## src/rtl/mips_if_pkg.sv

```systemverilog
// Shared types for the MIPS instruction-fetch stage: redirect selectors,
// fetch FSM states and the 32-bit view of a fetch-queue entry.
package mips_if_pkg;

  localparam logic [1:0] REDIR_BR = 2'b00;
  localparam logic [1:0] REDIR_J  = 2'b01;
  localparam logic [1:0] REDIR_JR = 2'b10;

  typedef enum logic [1:0] {
    IDLE,
    REQ,
    WAIT
  } state_e;

  localparam int unsigned IF_XLEN = 32;

  // Entry layout for the 32-bit pipeline; the fetch unit widens pc fields to XLEN.
  typedef struct packed {
    logic [31:0]        instr;
    logic [IF_XLEN-1:0] pc;
    logic [IF_XLEN-1:0] pc_plus4;
  } fetch_entry_t;

endpackage

```

## src/rtl/fetch_queue.sv

```systemverilog
// Small power-of-two circular FIFO with a count register; flush empties it
// in one cycle and takes priority over push and pop.
module fetch_queue #(
  parameter int unsigned DEPTH = 2,
  parameter int unsigned WIDTH = 32
) (
  input  logic                     clk,
  input  logic                     rst,
  input  logic                     push,
  input  logic [WIDTH-1:0]         push_data,
  input  logic                     pop,
  input  logic                     flush,
  output logic [WIDTH-1:0]         head,
  output logic [$clog2(DEPTH):0]   count,
  output logic                     full,
  output logic                     empty
);

  localparam int unsigned PTR_W = $clog2(DEPTH);

  logic [WIDTH-1:0] mem [DEPTH];
  logic [PTR_W-1:0] wr_ptr;
  logic [PTR_W-1:0] rd_ptr;

  always_ff @(posedge clk) begin
    if (rst) begin
      // NOTE: storage is reset here (it is tiny) so head reads zero straight out of reset.
      for (int unsigned i = 0; i < DEPTH; i++) mem[i] <= '0;
      wr_ptr <= '0;
      rd_ptr <= '0;
      count  <= '0;
    end else if (flush) begin
      wr_ptr <= '0;
      rd_ptr <= '0;
      count  <= '0;
    end else begin
      if (push) begin
        mem[wr_ptr] <= push_data;
        wr_ptr      <= wr_ptr + PTR_W'(1);
      end
      if (pop) rd_ptr <= rd_ptr + PTR_W'(1);
      count <= count + {{PTR_W{1'b0}}, push} - {{PTR_W{1'b0}}, pop};
    end
  end

  assign head  = mem[rd_ptr];
  assign full  = (count == (PTR_W + 1)'(DEPTH));
  assign empty = (count == '0);

endmodule

```

## src/rtl/if_fetch_unit.sv

```systemverilog
// Instruction-fetch stage: owns the PC, keeps one imem request in flight and
// buffers returned instructions for ID; ID redirects flush and squash fetches.
module if_fetch_unit
  import mips_if_pkg::*;
#(
  parameter int unsigned     XLEN     = 32,
  parameter logic [XLEN-1:0] RESET_PC = '0,
  parameter int unsigned     FQ_DEPTH = 2
) (
  input  logic            clk,
  input  logic            rst,
  output logic            imem_req,
  output logic [XLEN-1:0] imem_addr,
  input  logic            imem_gnt,
  input  logic            imem_rvalid,
  input  logic [31:0]     imem_rdata,
  output logic            if_valid,
  output logic [31:0]     if_instr,
  output logic [XLEN-1:0] if_pc,
  output logic [XLEN-1:0] if_pc_plus4,
  input  logic            id_ready,
  input  logic            redir_valid,
  input  logic [1:0]      redir_sel,
  input  logic [XLEN-1:0] redir_base,
  input  logic [XLEN-1:0] redir_offset,
  input  logic [25:0]     redir_jaddr,
  input  logic [XLEN-1:0] redir_reg
);

  localparam int unsigned CNT_W = $clog2(FQ_DEPTH) + 1;

  typedef struct packed {
    logic [31:0]     instr;
    logic [XLEN-1:0] pc;
    logic [XLEN-1:0] pc_plus4;
  } entry_t;

  state_e          state;
  logic [XLEN-1:0] pc;
  logic [XLEN-1:0] req_addr;
  logic [XLEN-1:0] redir_target;
  logic            drop;
  logic            outstanding;
  logic            accept;
  logic            rsp;
  logic            push;
  logic            pop;
  logic [CNT_W-1:0] q_count;
  logic            q_full;
  logic            q_empty;
  entry_t          push_entry;
  entry_t          head;

  // NOTE: every path assigns redir_target (default arm included), so no latch is inferred.
  always_comb begin
    case (redir_sel)
      REDIR_J:  redir_target = {redir_base[XLEN-1:28], redir_jaddr, 2'b00};
      REDIR_JR: redir_target = redir_reg;
      default:  redir_target = redir_base + redir_offset;
    endcase
  end

  // Gating uses only registered state, keeping id_ready off the imem_req path.
  assign outstanding = (state == WAIT);
  assign imem_req    = (state == REQ) &&
                       (({1'b0, q_count} + {{CNT_W{1'b0}}, outstanding}) < (CNT_W + 1)'(FQ_DEPTH));
  assign imem_addr   = pc;

  assign accept     = imem_req && imem_gnt;
  assign rsp        = outstanding && imem_rvalid;
  assign push       = rsp && !drop && !redir_valid && !q_full;
  assign pop        = !q_empty && id_ready && !redir_valid;
  assign push_entry = '{instr: imem_rdata, pc: req_addr, pc_plus4: req_addr + XLEN'(4)};

  // NOTE: state registers use non-blocking assignments so every update sees pre-edge values.
  always_ff @(posedge clk) begin
    if (rst) begin
      state    <= IDLE;
      pc       <= RESET_PC;
      req_addr <= '0;
      drop     <= 1'b0;
    end else begin
      case (state)
        IDLE: state <= REQ;
        REQ: begin
          if (accept) begin
            state    <= WAIT;
            req_addr <= pc;
            pc       <= pc + XLEN'(4);
            drop     <= redir_valid;
          end
        end
        WAIT: begin
          if (imem_rvalid) begin
            state <= REQ;
            drop  <= 1'b0;
          end else if (redir_valid) begin
            drop <= 1'b1;
          end
        end
        default: state <= IDLE;
      endcase
      // Redirect target overrides any sequential pc update from the case above.
      if (redir_valid) pc <= redir_target;
    end
  end

  fetch_queue #(
    .DEPTH (FQ_DEPTH),
    .WIDTH ($bits(entry_t))
  ) u_queue (
    .clk       (clk),
    .rst       (rst),
    .push      (push),
    .push_data (push_entry),
    .pop       (pop),
    .flush     (redir_valid),
    .head      (head),
    .count     (q_count),
    .full      (q_full),
    .empty     (q_empty)
  );

  assign if_valid    = !q_empty;
  assign if_instr    = head.instr;
  assign if_pc       = head.pc;
  assign if_pc_plus4 = head.pc_plus4;

endmodule
```

## config.mk

```make
export PLATFORM = sky130hd
export DESIGN_NAME = if_fetch_unit
export DESIGN_NICKNAME = d
export VERILOG_FILES = /design/src/rtl/mips_if_pkg.sv /design/src/rtl/fetch_queue.sv /design/src/rtl/if_fetch_unit.sv
export SDC_FILE = /design/constraint.sdc
export NUM_CORES = 1
export LEC_CHECK = 0
export ABC_AREA = 1
export CORE_MARGIN = 2
export CORE_UTILIZATION = 50
export CTS_CLUSTER_DIAMETER = 50
export DETAILED_ROUTE_END_ITERATION = 6
export GPL_ROUTABILITY_DRIVEN = 0
export PLACE_DENSITY = 0.78
export SLEW_MARGIN = 20
export SYNTH_ARGS = -nofsm -noshare
export SYNTH_HDL_FRONTEND = slang
export SYNTH_SLANG_ARGS = --single-unit
```

## constraint.sdc

```tcl
create_clock -name clk -period 15.8 [get_ports clk]
set_input_delay 4.74 -clock clk [delete_from_list [all_inputs] [get_ports clk]]
set_output_delay 4.74 -clock clk [all_outputs]
set_load 0.005 [all_outputs]
```

==> out/qor.yml, run 1 <==
drcViolationCount: 0
clkSinkCount: 260
p_seq_frac: 0.486
critPathKind: "input pin to flop"
clk-insertion-delay-late_ns: 0.52
cts_buffers: 25
synth_fa_ha_area_frac: 0.0326
clock_skew_ns: 0.00828
worst-slew-pin-transition_ns: 1.12
slowest_delay_ns: 0.82
avgRoutedWirePerCell_um: 16.8
leakage_uw: 0.00763
p_int_uw: 1190
syn-num-nets: 1944
cts_hold_buf: 0
grt_max_degree: 95
core_area_um2: 29400
synth_top_family_by_area: "simple AND/OR/NAND/NOR gates"
status: "completed"
vias: 12942
hold_path_class: "flop to flop"
dp_hpwl_mm: 29.4
p_sw_uw: 429
synth_xor_area_frac: 0.0278
path_cells: "clkdlybuf4s50_1 -> buf_4 -> inv_1 -> nand4_1 -> o21ai_4 -> buf_4"
start_kind: "input pin"
dp.cells: 2366
viasPerCell: 5.37
io_buffers: 291
fin_crit_sh: 0.504
die_area_um2: 31000
fin_setup_tns_ns: 0
p_clk_frac: 0.340
postSynth.asyncResetShare: 0
slew_violations: 0
vdd_drop_max_mv: 0.0572
yosys.cell_types.count: 48
antenna_found_initial: 0
arrival_ns: 8.10
synth_area_per_cell_um2: 8.50
synthToLayoutAreaGrowth_pct: 26.9
worst-endpoint-required_ns: 15.94
fillers: 2429
mostFrequentLayoutCell: "nand2_1"
cts_resized: 0
drt_iter0_drc: 992
holdWs_ns: 0.470
p_comb_frac: 0.174
fin_util: 0.640
clk_pin_slew_ns: 0.06
dpl_cell_area_um2: 18100
design_area_um2: 18800
synth_edf_count: 188
ys_ff_latch: 260
drive_above_1_share: 0.0940
grt_pass1_wl_mm: 62.0
grt_pass1_vias: 12400
grt.overflow.total: 0
finalCriticalPeriod_ns: 7.96
hold_viol_final: 0
netlist_instances: 1744
cts_buffer_depth: 3
final_antenna_net_count: 0
netlist_area_um2: 14800
start_util: 0.504
cts-root-buf: "clkbuf_16"
synth_compound_area_frac: 0.101
yosys_warnings: 0
ys.flop_type: "edfxtp_1"
final_cell_mix: "309 x nand2_1, 291 x clkdlybuf4s50_1, 273 x nor2_1"
p_per_area_nw_per_um2: 86.1
yosysSeqAreaShare: 0.478
yosys.area_share.simple: 0.209
rr_startpoint: "state[1]$_SDFFE_PP0P_"
slowest_stage: "buf_4"
critPathCaptureType: "flop"
routed_wl_mm: 40.5
rows: 63
post_cts_buffers: 0
max_clock_freq_mhz: 126
antenna_cells: 0
cpMostUsedCell: "buf_4"
swShare: 0.265
cp_max_fo: 73
relSlewSlack: 0.254
first_pass_iters: 6
fin_cells: 2411
finalSetupViolations: 0
chipHeight_um: 176
nets: 2203
h-tree-depth: 1
min_from: "u_queue.rd_ptr$_SDFFE_PP0P_"
max_cap_violations: 0
cts_tree: "done"
yosys-mux-area-fraction: 0.0714
grt_util_all_layers: 0.251
die_w_um: 176
cp-startpoint: "redir_valid"
rsz0062_at_grt: "false"
ioPinCount: 292
## metal layers
metal  wire length (um)  GRT usage  up-vias
met2              20100      0.454      613
met5                  0          0        -
met1              15700      0.308     5940
li1                   -          -     6295
met3               3240     0.0301       94
met4               1420     0.0888        0
## worst paths after layout
| check | end | slack, ns | cells after the start |
|---|---|---|---|
| setup reg to reg | u_queue.mem[1][27]$_SDFFCE_PN0P_ | 12.92 | 7 |
| hold / removal | flop | 0.47 | 2 |
| setup / recovery | u_queue.mem[1][27]$_SDFFCE_PN0P_ | 7.84 | 6 |
| hold reg to reg | flop | 0.47 | 2 |
## cells in the mapped netlist (3+ instances only)
cell	number	area share
a21oi_1	106	0.036
a221o_1	7	0.0047
a221oi_1	4	0.0024
a22o_1	19	0.011
a31oi_1	4	0.0017
buf_1	11	0.0028
buf_2	19	0.0064
clkbuf_1	38	0.0096
dfxtp_1	72	0.097
edfxtp_1	188	0.38
ha_1	37	0.031
inv_1	231	0.058
inv_2	6	0.0015
mux2_2	94	0.071
nand2_1	312	0.079
nand2_2	7	0.0030
nand3_1	65	0.022
nand3_2	3	0.0020
nand4_1	19	0.0080
nor2_1	273	0.069
nor2_2	5	0.0021
nor2_4	4	0.0030
nor3_1	25	0.0084
nor4_1	5	0.0021
o211ai_1	3	0.0015
o21ai_0	95	0.032
o21bai_1	12	0.0061
or2_2	9	0.0038
xnor2_1	10	0.0059
xor2_1	37	0.022
## cells by family after synthesis
kind of cell,after synthesis
simple gates,737
buf+inv,308
compound gates,260
flops,260
mux,94
xor+xnor,47
fa+ha+maj,38
## sequential cells by signal, indices dropped and copies added (netlist names), named ones only
register,cells
req_addr,32
drop,1
u_queue.count,2
u_queue.wr_ptr,1
state,2
imem_addr,32
u_queue.mem,188
u_queue.rd_ptr,1
## power groups by stage
stage               combinational, uW  clock [uW]  sequential [uW]
floorplan                         151           0              797
global placement                  275           0              799
detailed placement                279           0              801
CTS                               281         555              786
global route                      310         582              790
finish                            283         550              787
## area by class of cell
cell class                      count  area, um2  share of cell area
Clock inverter                     12       75.1             0.00399
Clock buffer                       33        669              0.0356
Sequential cell                   260       7090               0.377
Multi-Input combinational cell   1176       6590               0.350
Timing Repair Buffer              302       3000               0.159
Tap cell                          390        488              0.0259
Inverter                          238        893              0.0475
## critical path: cells and delay by family
kind / cells / cell delay [ns]
buf+inv: 4 / 2.17
compound gates: 1 / 0.69
simple gates: 1 / 0.36
## per-stage QoR
stage,power (uW),worst slack (ns)
after floorplan,948,3.41
after global placement,1070,7.40
after detailed placement,1080,7.33
after CTS,1620,7.86
after global routing,1680,7.51
final,1620,7.84
Power figures use the tool's default switching activity.
==> run 2: changes to the inputs <==
Settings changed: CORE_UTILIZATION 50 to 48.
Clock period 15.8 ns to 6.7 ns, I/O delays scaled along.
==> run 2 against run 1 <==
Critical path depth decreased by 3. Clock-buffer cell count shrank 2. Routed wire length grew 3.7%. Register-to-register slack got worse by 8.9 ns. Sequential share of layout area decreased by 0.21 points. Highest routed layer unchanged. Critical path type is now flop to primary output. Flip-flop and latch count stayed put. Combinational power rose by 140%. Final area up 0.56%.
==> out/qor.yml, run 2 (synthesized netlist as in run 1, its figures left out) <==
status: "completed"
antenna_found_initial: 0  # unchanged
p_seq_frac: 0.472  # -0.014
clock_skew_ns: 0.0185  # +0.0102 ns
finalCriticalPeriod_ns: 4.86
die_w_um: 180  # +2.0%
swShare: 0.260  # -0.00528
fin_setup_tns_ns: 0  # unchanged
drcViolationCount: 0  # unchanged
synthToLayoutAreaGrowth_pct: 27.6
rsz0062_at_grt: "false"
final_antenna_net_count: 0  # unchanged
io_buffers: 291  # unchanged
h-tree-depth: 1  # unchanged
drive_above_1_share: 0.0935  # -0.000495
critPathKind: "flop to primary output"
cts_buffer_depth: 3  # unchanged
fin_crit_sh: 0.726
ioPinCount: 292  # unchanged
slew_violations: 0  # unchanged
worst-slew-pin-transition_ns: 1.07  # -0.0538 ns
grt_max_degree: 95  # unchanged
final_cell_mix: "309 x nand2_1, 291 x clkdlybuf4s50_1, 273 x nor2_1"
max_clock_freq_mhz: 206
p_per_area_nw_per_um2: 208  # +140%
mostFrequentLayoutCell: "nand2_1"
clk_pin_slew_ns: 0.06  # about the same
antenna_cells: 0  # unchanged
grt_pass1_wl_mm: 65.6  # +5.8%
max_cap_violations: 0  # unchanged
cts-root-buf: "clkbuf_16"
vias: 12977  # +0.27%
cts_resized: 0  # unchanged
start_util: 0.486  # -0.0183
regMostFlops: "u_queue.mem"
start_kind: "flop"
core_area_um2: 30500  # +3.8%
cts_tree: "done"
rows: 64  # +1.6%
arrival_ns: 2.85  # -5.25 ns
post_cts_buffers: 0  # unchanged
hold_viol_final: 0  # unchanged
worst-endpoint-required_ns: 4.69  # -11.25 ns
vdd_drop_max_mv: 0.157  # +180%
die_area_um2: 32300  # +4.1%
dp.cells: 2371  # +0.21%
largest_reg_flops: 188  # unchanged
cp_max_fo: 57  # -22%
p_total_uw: 3940  # +140%
clkSinkCount: 260  # unchanged
cts_buffers: 25  # unchanged
leakage_uw: 0.00766  # +0.33%
holdWs_ns: 0.480  # +0.0102 ns
drt_iter0_drc: 1107  # +12%
routed_wl_mm: 42.0  # +3.7%
viasPerCell: 5.37  # about the same
finalSetupViolations: 0  # unchanged
dpl_cell_area_um2: 18100  # about the same
design_area_um2: 18900  # +0.56%
dp_hpwl_mm: 30.8  # +4.7%
critPathCaptureType: "primary output"
first_pass_iters: 5  # -1
nets: 2202  # -0.045%
relSlewSlack: 0.290  # +0.0359
fin_cells: 2417  # +0.25%
p_comb_frac: 0.169  # -0.005
clk-insertion-delay-late_ns: 0.53  # about the same
avgRoutedWirePerCell_um: 17.4  # +3.4%
grt_pass1_vias: 12523  # +0.99%
p_clk_frac: 0.359  # +0.019
grt_util_all_layers: 0.252  # +0.00110
hold_path_class: "flop to flop"
grt.overflow.total: 0  # unchanged
p_int_uw: 2920  # +150%
p_sw_uw: 1020  # +140%
cts_hold_buf: 0  # unchanged
chipHeight_um: 180  # +2.0%
-- run 2: cell count changes in the layout (fill, tap and decap cells not counted), moves of 2 or more --
| cell | before | now |
|---|---|---|
| clkbuf_1 | 6 | 2 |
| clkinv_1 | 1 | 7 |
| clkinv_2 | 8 | 3 |
| inv_6 | 3 | 1 |
| clkbuf_8 | 1 | 3 |
| bufinv_16 | 0 | 2 |
-- run 2: area by class of cell --
cell class	instances	area (um2)
sequential	260	7090
tap	396	495
fill	2516	11600
timing repair buffer	301	3000
clock buffer	31	699
inverter	238	893
multi-input combinational	1176	6600
clock inverter	15	130
-- run 2: path summary, 6_finish.rpt --
check                                                   endpoint  slack [ns]                   from  cells past startpoint
worst min register to register                 drop$_SDFFE_PP0P_        0.48      drop$_SDFFE_PP0P_                      2
worst max register to register  u_queue.mem[0][48]$_SDFFCE_PN0P_        4.02  state[1]$_SDFFE_PP0P_                      9
worst min-delay path                           drop$_SDFFE_PP0P_        0.48      drop$_SDFFE_PP0P_                      2
worst max-delay path                              if_pc_plus4[6]        1.84                   flop                      3
-- run 2: layer usage --
metal  up-vias  track usage  wire length (um)  share of wire
met3        79       0.0353              3130          0.075
li1       6296            -                 -              -
met2       609        0.455             21000           0.50
met4         0       0.0777              1290          0.031
met5         -            0                 0              0
met1      5993        0.311             16600           0.39
-- run 2: critical path, cell delays in order, from the launching register on --
cell	delay, ns
dfxtp_4	0.85
buf_4	0.56
mux2_2	0.41
clkdlybuf4s50_1	0.48
-- run 2: power by group through the flow --
stage	clock network (uW)	registers, uW	logic, uW
6_report	1410	1860	666
5_1_grt	1490	1870	731
4_1_cts	1420	1860	663
3_5_place_dp	0	1890	659
3_3_place_gp	0	1890	649
2_1_floorplan	0	1880	356
-- run 2: metrics by stage --
stage,utilization,setup WS [ns]
after floorplan,-,1.25
after global placement,0.592,1.72
after CTS,0.619,1.76
final,0.620,1.84
after detailed placement,0.592,1.66
after global routing,0.620,1.66
==> run 3: changes to the inputs <==
Clock period 6.7 ns to 4.1 ns, I/O delays scaled along.
==> run 3 against run 2 <==
Critical path depth unchanged. Clock power increased by 57%. Final area increased by 0.56%. Combinational power increased by 67%. Cell count increased by 0.50%. Non-clock buffer count increased by 10. First-iteration DRC count decreased by 10%. Register-to-register slack got worse by 2.3 ns. Critical endpoint is now if_pc[28]. Largest cell class unchanged.
==> out/qor.yml, run 3 (synthesized netlist as in run 1, its figures left out) <==
status: "completed"
regMostFlops: "u_queue.mem"
cts_tree: "done"
first_pass_iters: 7  # +2
worst-endpoint-required_ns: 2.87  # -1.82 ns
grt.overflow.total: 0  # unchanged
fin_crit_sh: 0.907
max_clock_freq_mhz: 269
swShare: 0.267  # +0.00743
die_area_um2: 32300  # unchanged
cts_buffers: 26  # +4.0%
ioPinCount: 292  # unchanged
rows: 64  # unchanged
drive_above_1_share: 0.100  # +0.00683
mostFrequentLayoutCell: "nand2_1"
largest_reg_flops: 188  # unchanged
slowest_delay_ns: 0.71  # -0.14 ns
chipHeight_um: 180  # unchanged
fin_setup_tns_ns: 0  # unchanged
final_cell_mix: "309 x nand2_1, 291 x clkdlybuf4s50_1, 273 x nor2_1"
rsz0062_at_grt: "false"
grt_max_degree: 95  # unchanged
fin_ws_ns: 0.382  # -1.46 ns
start_util: 0.486  # unchanged
synthToLayoutAreaGrowth_pct: 28.3
finalSetupViolations: 0  # unchanged
worst-slew-pin-transition_ns: 0.618  # -0.447 ns
clk_pin_slew_ns: 0.06  # about the same
grt_util_all_layers: 0.247  # -0.00445
start_kind: "flop"
arrival_ns: 2.49  # -0.36 ns
path_cells: "buf_4 -> mux2_2 -> clkdlybuf4s50_1"
clock_skew_ns: 0.0129  # -0.00565 ns
dp_hpwl_mm: 30.9  # +0.22%
grt_pass1_vias: 12590  # +0.54%
vdd_drop_max_mv: 0.239  # +52%
cts-root-buf: "clkbuf_16"
p_seq_frac: 0.477  # +0.005
nets: 2213  # +0.50%
critPathCaptureType: "primary output"
h-tree-depth: 1  # unchanged
final_antenna_net_count: 0  # unchanged
grt_pass1_wl_mm: 64.7  # -1.4%
relSlewSlack: 0.587  # +0.297
holdWs_ns: 0.477  # -0.00333 ns
vias: 12989  # +0.092%
critPathKind: "flop to primary output"
drt_iter0_drc: 993  # -10%
avgRoutedWirePerCell_um: 17.2  # -0.96%
fin_util: 0.623  # +0.00349
p_sw_uw: 1700  # +66%
p_per_area_nw_per_um2: 335  # +61%
cts_resized: 0  # unchanged
max_cap_violations: 0  # unchanged
p_clk_frac: 0.349  # -0.010
cts_buffer_depth: 3  # unchanged
viasPerCell: 5.35  # -0.40%
p_int_uw: 4660  # +60%
routed_wl_mm: 41.8  # -0.47%
cts_hold_buf: 0  # unchanged
hold_viol_final: 0  # unchanged
cp_max_fo: 37  # -35%
p_comb_frac: 0.174  # +0.005
slowest_stage: "dfxtp_4"
clkSinkCount: 260  # unchanged
place_ws_ns: 0.584  # -1.08 ns
finalCriticalPeriod_ns: 3.72
leakage_uw: 0.00773  # +0.89%
antenna_cells: 0  # unchanged
slew_violations: 0  # unchanged
drcViolationCount: 0  # unchanged
core_area_um2: 30500  # unchanged
post_cts_buffers: 0  # unchanged
die_w_um: 180  # unchanged
io_buffers: 291  # unchanged
antenna_found_initial: 0  # unchanged
hold_path_class: "flop to flop"
clk-insertion-delay-late_ns: 0.53  # about the same
==> run 3: worst max-delay path: cells and delay by family, from the launching register on <==
family | cells | cell delay, ns
flip-flops | 1 | 0.71
buffers and inverters | 2 | 0.84
multiplexers | 1 | 0.38
==> run 3: cell type report <==
type	count	area, um2
timing repair buffer	311	3140
tap	396	495
fill	2525	11500
clock buffer	28	689
multi-input combinational	1176	6590
clock inverter	20	120
inverter	238	893
sequential	260	7090
==> run 3: final timing paths <==
path	startpoint	to	slack (ns)	depth (start not counted)
worst max-delay path	flop	if_pc[28]	0.38	3
worst min-delay path	u_queue.rd_ptr$_SDFFE_PP0P_	u_queue.rd_ptr$_SDFFE_PP0P_	0.48	2
worst max register to register	req_addr[2]$_SDFFE_PP0P_	u_queue.mem[1][24]$_SDFFCE_PN0P_	1.70	11
worst min register to register	u_queue.rd_ptr$_SDFFE_PP0P_	u_queue.rd_ptr$_SDFFE_PP0P_	0.48	2
==> run 3: metal layers <==
layer  up-vias  wire, um  global-route usage
li1       6329         -                   -
met1      5973     16600               0.298
met2       599     20500               0.446
met3        88      3210              0.0415
met4         0      1480              0.0852
met5         -         0                   0
==> run 3: metrics by stage <==
step                std cells  total power [uW]  cell area [um2]
floorplan                1744              3640            14800
global placement         2381              4160            18200
detailed placement       2381              4180            18200
CTS                      2429              6380            19000
global route             2429              6620            19000
finish                   2429              6360            19000
==> run 3: power groups by stage <==
stage | clock, uW | combinational (uW) | sequential (uW)
final | 2220 | 1110 | 3030
after global routing | 2360 | 1210 | 3050
after CTS | 2250 | 1100 | 3030
after detailed placement | 0 | 1090 | 3090
after global placement | 0 | 1080 | 3080
after floorplan | 0 | 582 | 3060
